--- config.mk ---
export PLATFORM = sky130hd
export DESIGN_NAME = fila_de_instrucoes_multi
export DESIGN_NICKNAME = d
export VERILOG_FILES = /design/src/rtl/fila_de_instrucoes_multi.sv
export SDC_FILE = /design/constraint.sdc
export NUM_CORES = 1
export LEC_CHECK = 0
export ABC_CLOCK_PERIOD_IN_PS = 3300
export CORE_ASPECT_RATIO = 1.1
export CORE_MARGIN = 2
export CORE_UTILIZATION = 32
export CTS_CLUSTER_SIZE = 30
export DETAILED_ROUTE_END_ITERATION = 6
export GPL_TIMING_DRIVEN = 0
export PLACE_DENSITY_LB_ADDON = 0.08
export SETUP_SLACK_MARGIN = 0.3
export SYNTH_ARGS = -nofsm -noshare
export SYNTH_HDL_FRONTEND = slang
export SYNTH_SLANG_ARGS = --single-unit
export TNS_END_PERCENT = 100
--- constraint.sdc ---
create_clock -name Clock -period 3.3 [get_ports Clock]
set_input_delay 0.495 -clock Clock [delete_from_list [all_inputs] [get_ports Clock]]
set_output_delay 0.495 -clock Clock [all_outputs]
set_load 0.1 [all_outputs]
--- src/rtl/fila_de_instrucoes_multi.sv ---
// Dual-issue instruction queue prefetching from synchronous instruction memory.
// Define FILA_STALL_CNT_EN to build the saturating empty-stall counter.
module fila_de_instrucoes_multi #(
  parameter int                DATA_W    = 16,
  parameter int                DEPTH     = 16,
  parameter int                PC_W      = 8,
  parameter logic [DATA_W-1:0] SEM_VALOR = '0
) (
  input  logic                       Clock,
  input  logic                       Reset,
  output logic                       Mem_Req,
  output logic [PC_W-1:0]            Mem_Addr,
  input  logic [DATA_W-1:0]          Mem_Data,
  input  logic [1:0]                 Pop_Count,
  input  logic                       Flush,
  input  logic [PC_W-1:0]            Flush_PC,
  output logic [DATA_W-1:0]          Instr0,
  output logic [DATA_W-1:0]          Instr1,
  output logic                       Valid0,
  output logic                       Valid1,
  output logic [$clog2(DEPTH):0]     Count,
  output logic                       Full,
  output logic                       Empty,
  output logic [15:0]                Stall_Count
);

  localparam int AW = $clog2(DEPTH);
  localparam int CW = AW + 1;

  logic [DATA_W-1:0] fila [DEPTH];
  logic [AW-1:0]     head;
  logic [AW-1:0]     tail;
  logic [AW-1:0]     head1;
  logic [CW-1:0]     count;
  logic [CW-1:0]     occ;
  logic [PC_W-1:0]   pc;
  logic              inflight;
  logic [1:0]        pop_req;
  logic [1:0]        pop;

  // Credit counts the in-flight request so a returning word always has room.
  assign occ      = count + CW'(inflight);
  assign Mem_Req  = Reset && !Flush && (occ < CW'(DEPTH));
  assign Mem_Addr = pc;

  assign pop_req = Pop_Count[1] ? 2'd2 : Pop_Count;
  assign pop     = (CW'(pop_req) > count) ? count[1:0] : pop_req;
  assign head1   = head + AW'(1);

  assign Valid0 = (count != '0);
  assign Valid1 = (count >= CW'(2));
  assign Instr0 = Valid0 ? fila[head]  : SEM_VALOR;
  assign Instr1 = Valid1 ? fila[head1] : SEM_VALOR;
  assign Count  = count;
  assign Full   = (count == CW'(DEPTH));
  assign Empty  = (count == '0);

  always_ff @(posedge Clock) begin
    if (!Reset) begin
      head     <= '0;
      tail     <= '0;
      count    <= '0;
      pc       <= '0;
      inflight <= 1'b0;
    end else if (Flush) begin
      head     <= '0;
      tail     <= '0;
      count    <= '0;
      pc       <= Flush_PC;
      inflight <= 1'b0;
    end else begin
      head     <= head + AW'(pop);
      count    <= count + CW'(inflight) - CW'(pop);
      inflight <= Mem_Req;
      if (inflight) tail <= tail + AW'(1);
      if (Mem_Req)  pc   <= pc + PC_W'(1);
    end
  end

  always_ff @(posedge Clock) begin
    if (Reset && !Flush && inflight)
      fila[tail] <= Mem_Data;
  end

`ifdef FILA_STALL_CNT_EN
  logic [15:0] stall_cnt;

  always_ff @(posedge Clock) begin
    if (!Reset || Flush)
      stall_cnt <= '0;
    else if (Pop_Count != 2'd0 && count == '0 && stall_cnt != 16'hFFFF)
      stall_cnt <= stall_cnt + 16'd1;
  end

  assign Stall_Count = stall_cnt;
`else
  assign Stall_Count = '0;
`endif

endmodule

Word-level counts from Yosys, hierarchy flattened. Memory sizes are Yosys's and may differ from the RTL's. A register that Yosys moved wholly into a read port is not among the register bits. Index checks and enable logic that the tools add are counted.

Memories kept: 1. Input port bits: 29. Flip-flop bits (word level): 22. RAM bits: 256. Output and inout port bits: 66.

Bitwise gates (word level): 1. Mux-type cells: 9. Reduce and logical (&&, ||, !) cells: 8. Add/sub/neg operators: 6. Eq/ne operators: 1. $lt $le $gt $ge: 3.

Memories: fila (depth 16, width 16, rd ports 2, clocked after memory_dff 1, wr ports 1, RTL line 30) `logic [DATA_W-1:0] fila [DEPTH];`.

Operators with widths (count): $mux W16 (2); $mux W8 (2); $add A4 B1 Y4 const B (2); $add A8 B1 Y8 const B (1); $add A5 B1 Y5 (1); $eq A5 B5 Y1 const B (1); $ge A5 B2 Y1 const B (1); $gt A2 B5 Y1 (1); $logic_not A5 Y1 (1); $lt A5 B5 Y1 const B (1); $reduce_bool A5 Y1 (1); $sub A5 B2 Y5 (1); $add A4 B2 Y4 (1); $mux W2 (2); $mux W4 (1); $logic_and A1 B1 Y1 (3); $mux W1 (2); $reduce_bool A2 Y1 (1); $reduce_or A2 Y1 (1); $logic_not A1 Y1 (1); $not A1 Y1 (1).

Logic depth before layout (Yosys ltp).
Word-level depth: 5. Depth in mapped cells: 11. Mapped depth without buffers: 11.

Least setup slack after synthesis. OpenSTA, ideal clock, no wires.

Path type: register -> output. Start: reg count[2] (netlist: Count[2]). End: out Instr0[10]. Setup slack: -1.336 ns. Cell stages (with the launch flop): 7. Data arrival time: 4.141 ns. Buffers on the path: 2. Cell sequence: dfxtp_1 clkbuf_1 nor3_1 nand2_1 nand2b_1 clkbuf_1 o22ai_1.

Word-level cells in the longest chain between the ends: 2.

RTL lines: start: declaration (RTL line 34) `logic [CW-1:0] count;`; start signal: assignment (RTL line 73) `count <= count + CW'(inflight) - CW'(pop);`; $reduce_bool A5 Y1 (RTL line 50) `assign Valid0 = (count != '0);`; via Valid0 (RTL line 19) `output logic Valid0,`; $mux W16 (RTL line 52) `assign Instr0 = Valid0 ? fila[head] : SEM_VALOR;`; end: declaration (RTL line 17) `output logic [DATA_W-1:0] Instr0,`.

The timed path passes the listed nets, and every way through them passes these cells.

==> metrics.md <==
| Metric | Value |
|---|---|
| Die height | `approximately 220 um` |
| I/O Buffers | `77` |
| Cts hold-fix bufs | `0` |
| Drt wl/cell | `approximately 30 um` |
| Post-synthesis register bit count | `about 280` |
| CP max FO | `6` |
| Core outline area | `~0.04 mm2` |
| Crit. End Element | `primary output` |
| Initial Utilization | `0.322` |
| Largest family of logic cells by synthesized area | `multiplexers` |
| Maximum clock rate | `roughly 0.33 GHz` |
| DR pass1 iterations | `7` |
| Mux cell area share after synthesis | `0.269` |
| Initial DRC count | `about 650` |
| CTS tree | `yes` |
| Synth warnings | `0` |
| DP HPWL | `approximately 28000 um` |
| Synth cell types | `43` |
| Vias in the first global route | `around 8400` |
| RSZ-0062 raised after global routing | `yes` |
| Mapped Area | `around 0.013 mm2` |
| Total power | `11.7 mW` |
| Non-filler cells, final | `1429` |
| LEAKAGE | `5.53 nW` |
| RR Endpoint | `Count[4]` |
| Nets | `around 930` |
| Most common cell after layout, fill and taps aside | `edfxtp_1` |
| Sequential area share after synthesis | `0.616` |
| Global-route wire length before repair | `~60000 um` |
| Chip width | `between 150 and 200 um` |
| Hold WS | `about 0.44 ns` |
| Asr flop ratio synth | `0` |
| Row Count | `slightly below 80` |
| Clock Root Buffer | `clkbuf_16` |
| Min-Delay Endpoint | `Mem_Addr[5]` |
| Clock sink count | `between 200 and 300` |
| I/O pin cnt | `between 90 and 100` |
| EDFF count, synth | `256` |
| Hold_sp | `Flush` |
| Crit path arrival time | `around 2.5 ns` |
| Maximum VDD drop | `about 400 uV` |
| Antenna Nets Post-Route | `0` |
| Synth Area in XOR/XNOR | `0.00796` |
| Hold Crit Class | `in2reg` |
| Drt drc | `0` |
| Layout area overhead | `34.9%` |
| Fin crit share | `0.908` |
| Commonest non-fill, non-tap cells in the layout | `256 x edfxtp_1, 129 x mux4_2, 43 x clkbuf_16` |
| Synth Area in Compound Gates | `0.0291` |
| Startpoint Class | `flip-flop` |
| Minimum clock period after layout | `between 2 and 3 ns` |
| Total Wirelength | `around 43000 um` |
| Clock transition at path regs | `around 0.060 ns` |
| Initial antenna violation count | `0` |
| Vias | `around 7800` |
| Synth Area per Inst | `roughly 18 um2` |
| PD cells | `658 mW/mm2` |
| Adder-cell share of the synthesized area | `0.0163` |
| Layout cells sized above 1 | `0.463` |
| Skew final | `0.00986 ns` |
| Rel. slew slack | `0.348` |
| Via-to-Cell Ratio | `about 5.5` |
| Worst reg2reg path depth | `11` |
| Largest net degree at the start of global routing | `17` |
| Cell count of the worst hold path | `3` |
| Placed Instance Area | `about 0.015 mm2` |
| # setup viols final | `0` |
| Post-synthesis simple-gate area fraction | `0.0341` |
| Ant. Diodes | `0` |
| Skew-Pair Late Insertion Delay | `between 0.5 and 0.6 ns` |
| Crit path kind | `reg2out` |
| Slew Limit Fails | `0` |
| CP Data Required Time | `between 2 and 3 ns` |
| Post-route cell area | `roughly 0.018 mm2` |
| Worst slew pin tran | `slightly below 1 ns` |
| Mapped Cells | `a little over 700` |
| Place WS | `-1.03 ns` |
| Register-to-Register Setup Slack | `between 0.4 and 0.5 ns` |
| Worst r2r src | `Count[1]` |
| Max cap viols | `0` |
| Setup_tns | `0 ns` |
| Fin util | `0.434` |
| Total Die Area | `approximately 0.043 mm2` |
| CTS Buffer Depth | `3` |
| Number of CTS-inserted buffers | `30` |
| Final Hold Vio Count | `0` |
| Gpl congestion | `between 0.7 and 0.8` |
| Placed cells | `between 1000 and 1500` |
| Status | `completed` |
| Final worst slack | `slightly above 0.3 ns` |
| GRT overflow | `0` |
| Dominant synthesized flop cell | `edfxtp_1` |
| Global-route usage over all layers | `0.202` |
| Max H-tree Level | `1` |
==> Yosys cell counts (2+ instances only) <==
library cell / number / area (um2)
mux4_2: 129 / 2910
o21ai_0: 8 / 40.0
xnor2_1: 5 / 43.8
o31a_1: 3 / 26.3
or3_1: 4 / 25.0
nor4_1: 3 / 18.8
edfxtp_1: 256 / 7690
buf_1: 5 / 18.8
mux2i_1: 64 / 641
buf_2: 21 / 105
nand2_1: 15 / 56.3
ha_1: 14 / 175
o22ai_1: 31 / 194
buf_4: 17 / 128
nor3_1: 4 / 20.0
nand4_1: 2 / 12.5
inv_1: 9 / 33.8
a31oi_1: 4 / 25.0
clkbuf_1: 21 / 78.8
and4_1: 2 / 17.5
and2_1: 4 / 25.0
dfxtp_1: 22 / 440
a41oi_1: 2 / 17.5
nor2_1: 32 / 120
nor4b_1: 2 / 17.5
nand3_1: 10 / 50.1
nand2b_1: 6 / 37.5
a21oi_1: 3 / 15.0
fa_1: 2 / 40.0
nor2b_1: 3 / 18.8
xor2_1: 7 / 61.3
o311a_1: 2 / 20.0
==> cell families (layout without fill, tap and decap cells) <==
logic type,count (synthesis),in the layout
AO/OA/AOI/OAI,59,59
buffers and inverters,73,244
AND/OR/NAND/NOR,91,91
XOR/XNOR,12,12
multiplexers,193,193
other,1,16
adder cells (fa/ha/maj),16,16
flip-flops,278,278
==> worst max-delay path, cell delays in order (launching register included) <==
cell	delay [ns]
dfxtp_4	0.42
buf_12	0.14
mux4_2	0.52
mux4_2	0.52
and2_4	0.17
buf_12	0.16
==> report_power, final <==
part,total [mW],leakage [nW],switching (mW),internal [mW]
clock,3.28,0.469,1.37,1.91
sequential,3.93,2.49,0.0479,3.88
combinational,4.51,2.57,2.83,1.68
total,11.7,5.53,4.25,7.47
==> flip-flops by register name, summed over array words and instances, names as in the netlist <==
name,flops
Count,5
head,4
Mem_Addr,8
tail,4
inflight,1
fila,256
==> how the worst max path moves through the flow <==
stage / from / end / slack, ns / depth (start not counted)
6_report: head[1] / Instr0[14] / 0.30 / 5
3_5_place_dp: head[1] / Instr1[12] / -1.03 / 7
5_1_grt: head[1] / Instr0[14] / 0.25 / 5
3_3_place_gp: head[1] / Instr1[12] / -1.04 / 7
4_1_cts: head[1] / Instr0[12] / 0.18 / 7
2_1_floorplan: Count[2] / Instr1[10] / 0.31 / 6
==> cell type report <==
class,instances,area (um2)
Multi-Input combinational cell,387,5690
Fill cell,3565,23200
Sequential cell,278,8150
Buffer,64,833
Timing Repair Buffer,116,1500
Tap cell,520,651
Clock buffer,41,833
Inverter,9,33.8
Clock inverter,14,114
==> routing by layer <==
metal | share of wire | vias to the layer above | wire length [um] | track usage
met5 | 0 | - | 0 | 0
met2 | 0.50 | 271 | 21700 | 0.348
li1 | - | 3330 | - | -
met3 | 0.053 | 75 | 2310 | 0.0251
met4 | 0.034 | 0 | 1460 | 0.0672
met1 | 0.41 | 4156 | 18000 | 0.266
==> timing repair <==
| item | 4_1_cts | 5_1_grt |
|---|---|---|
| endpoints found under the hold margin | 0 | 0 |
| buffers inserted | 15 | 10 |
| resized for setup | 452 | 75 |
| cloned | 3 | 4 |
| setup endpoints to repair | 38 | 37 |
| pin swaps | 4 | 13 |
Note: power is estimated with default switching activity, not from simulation.
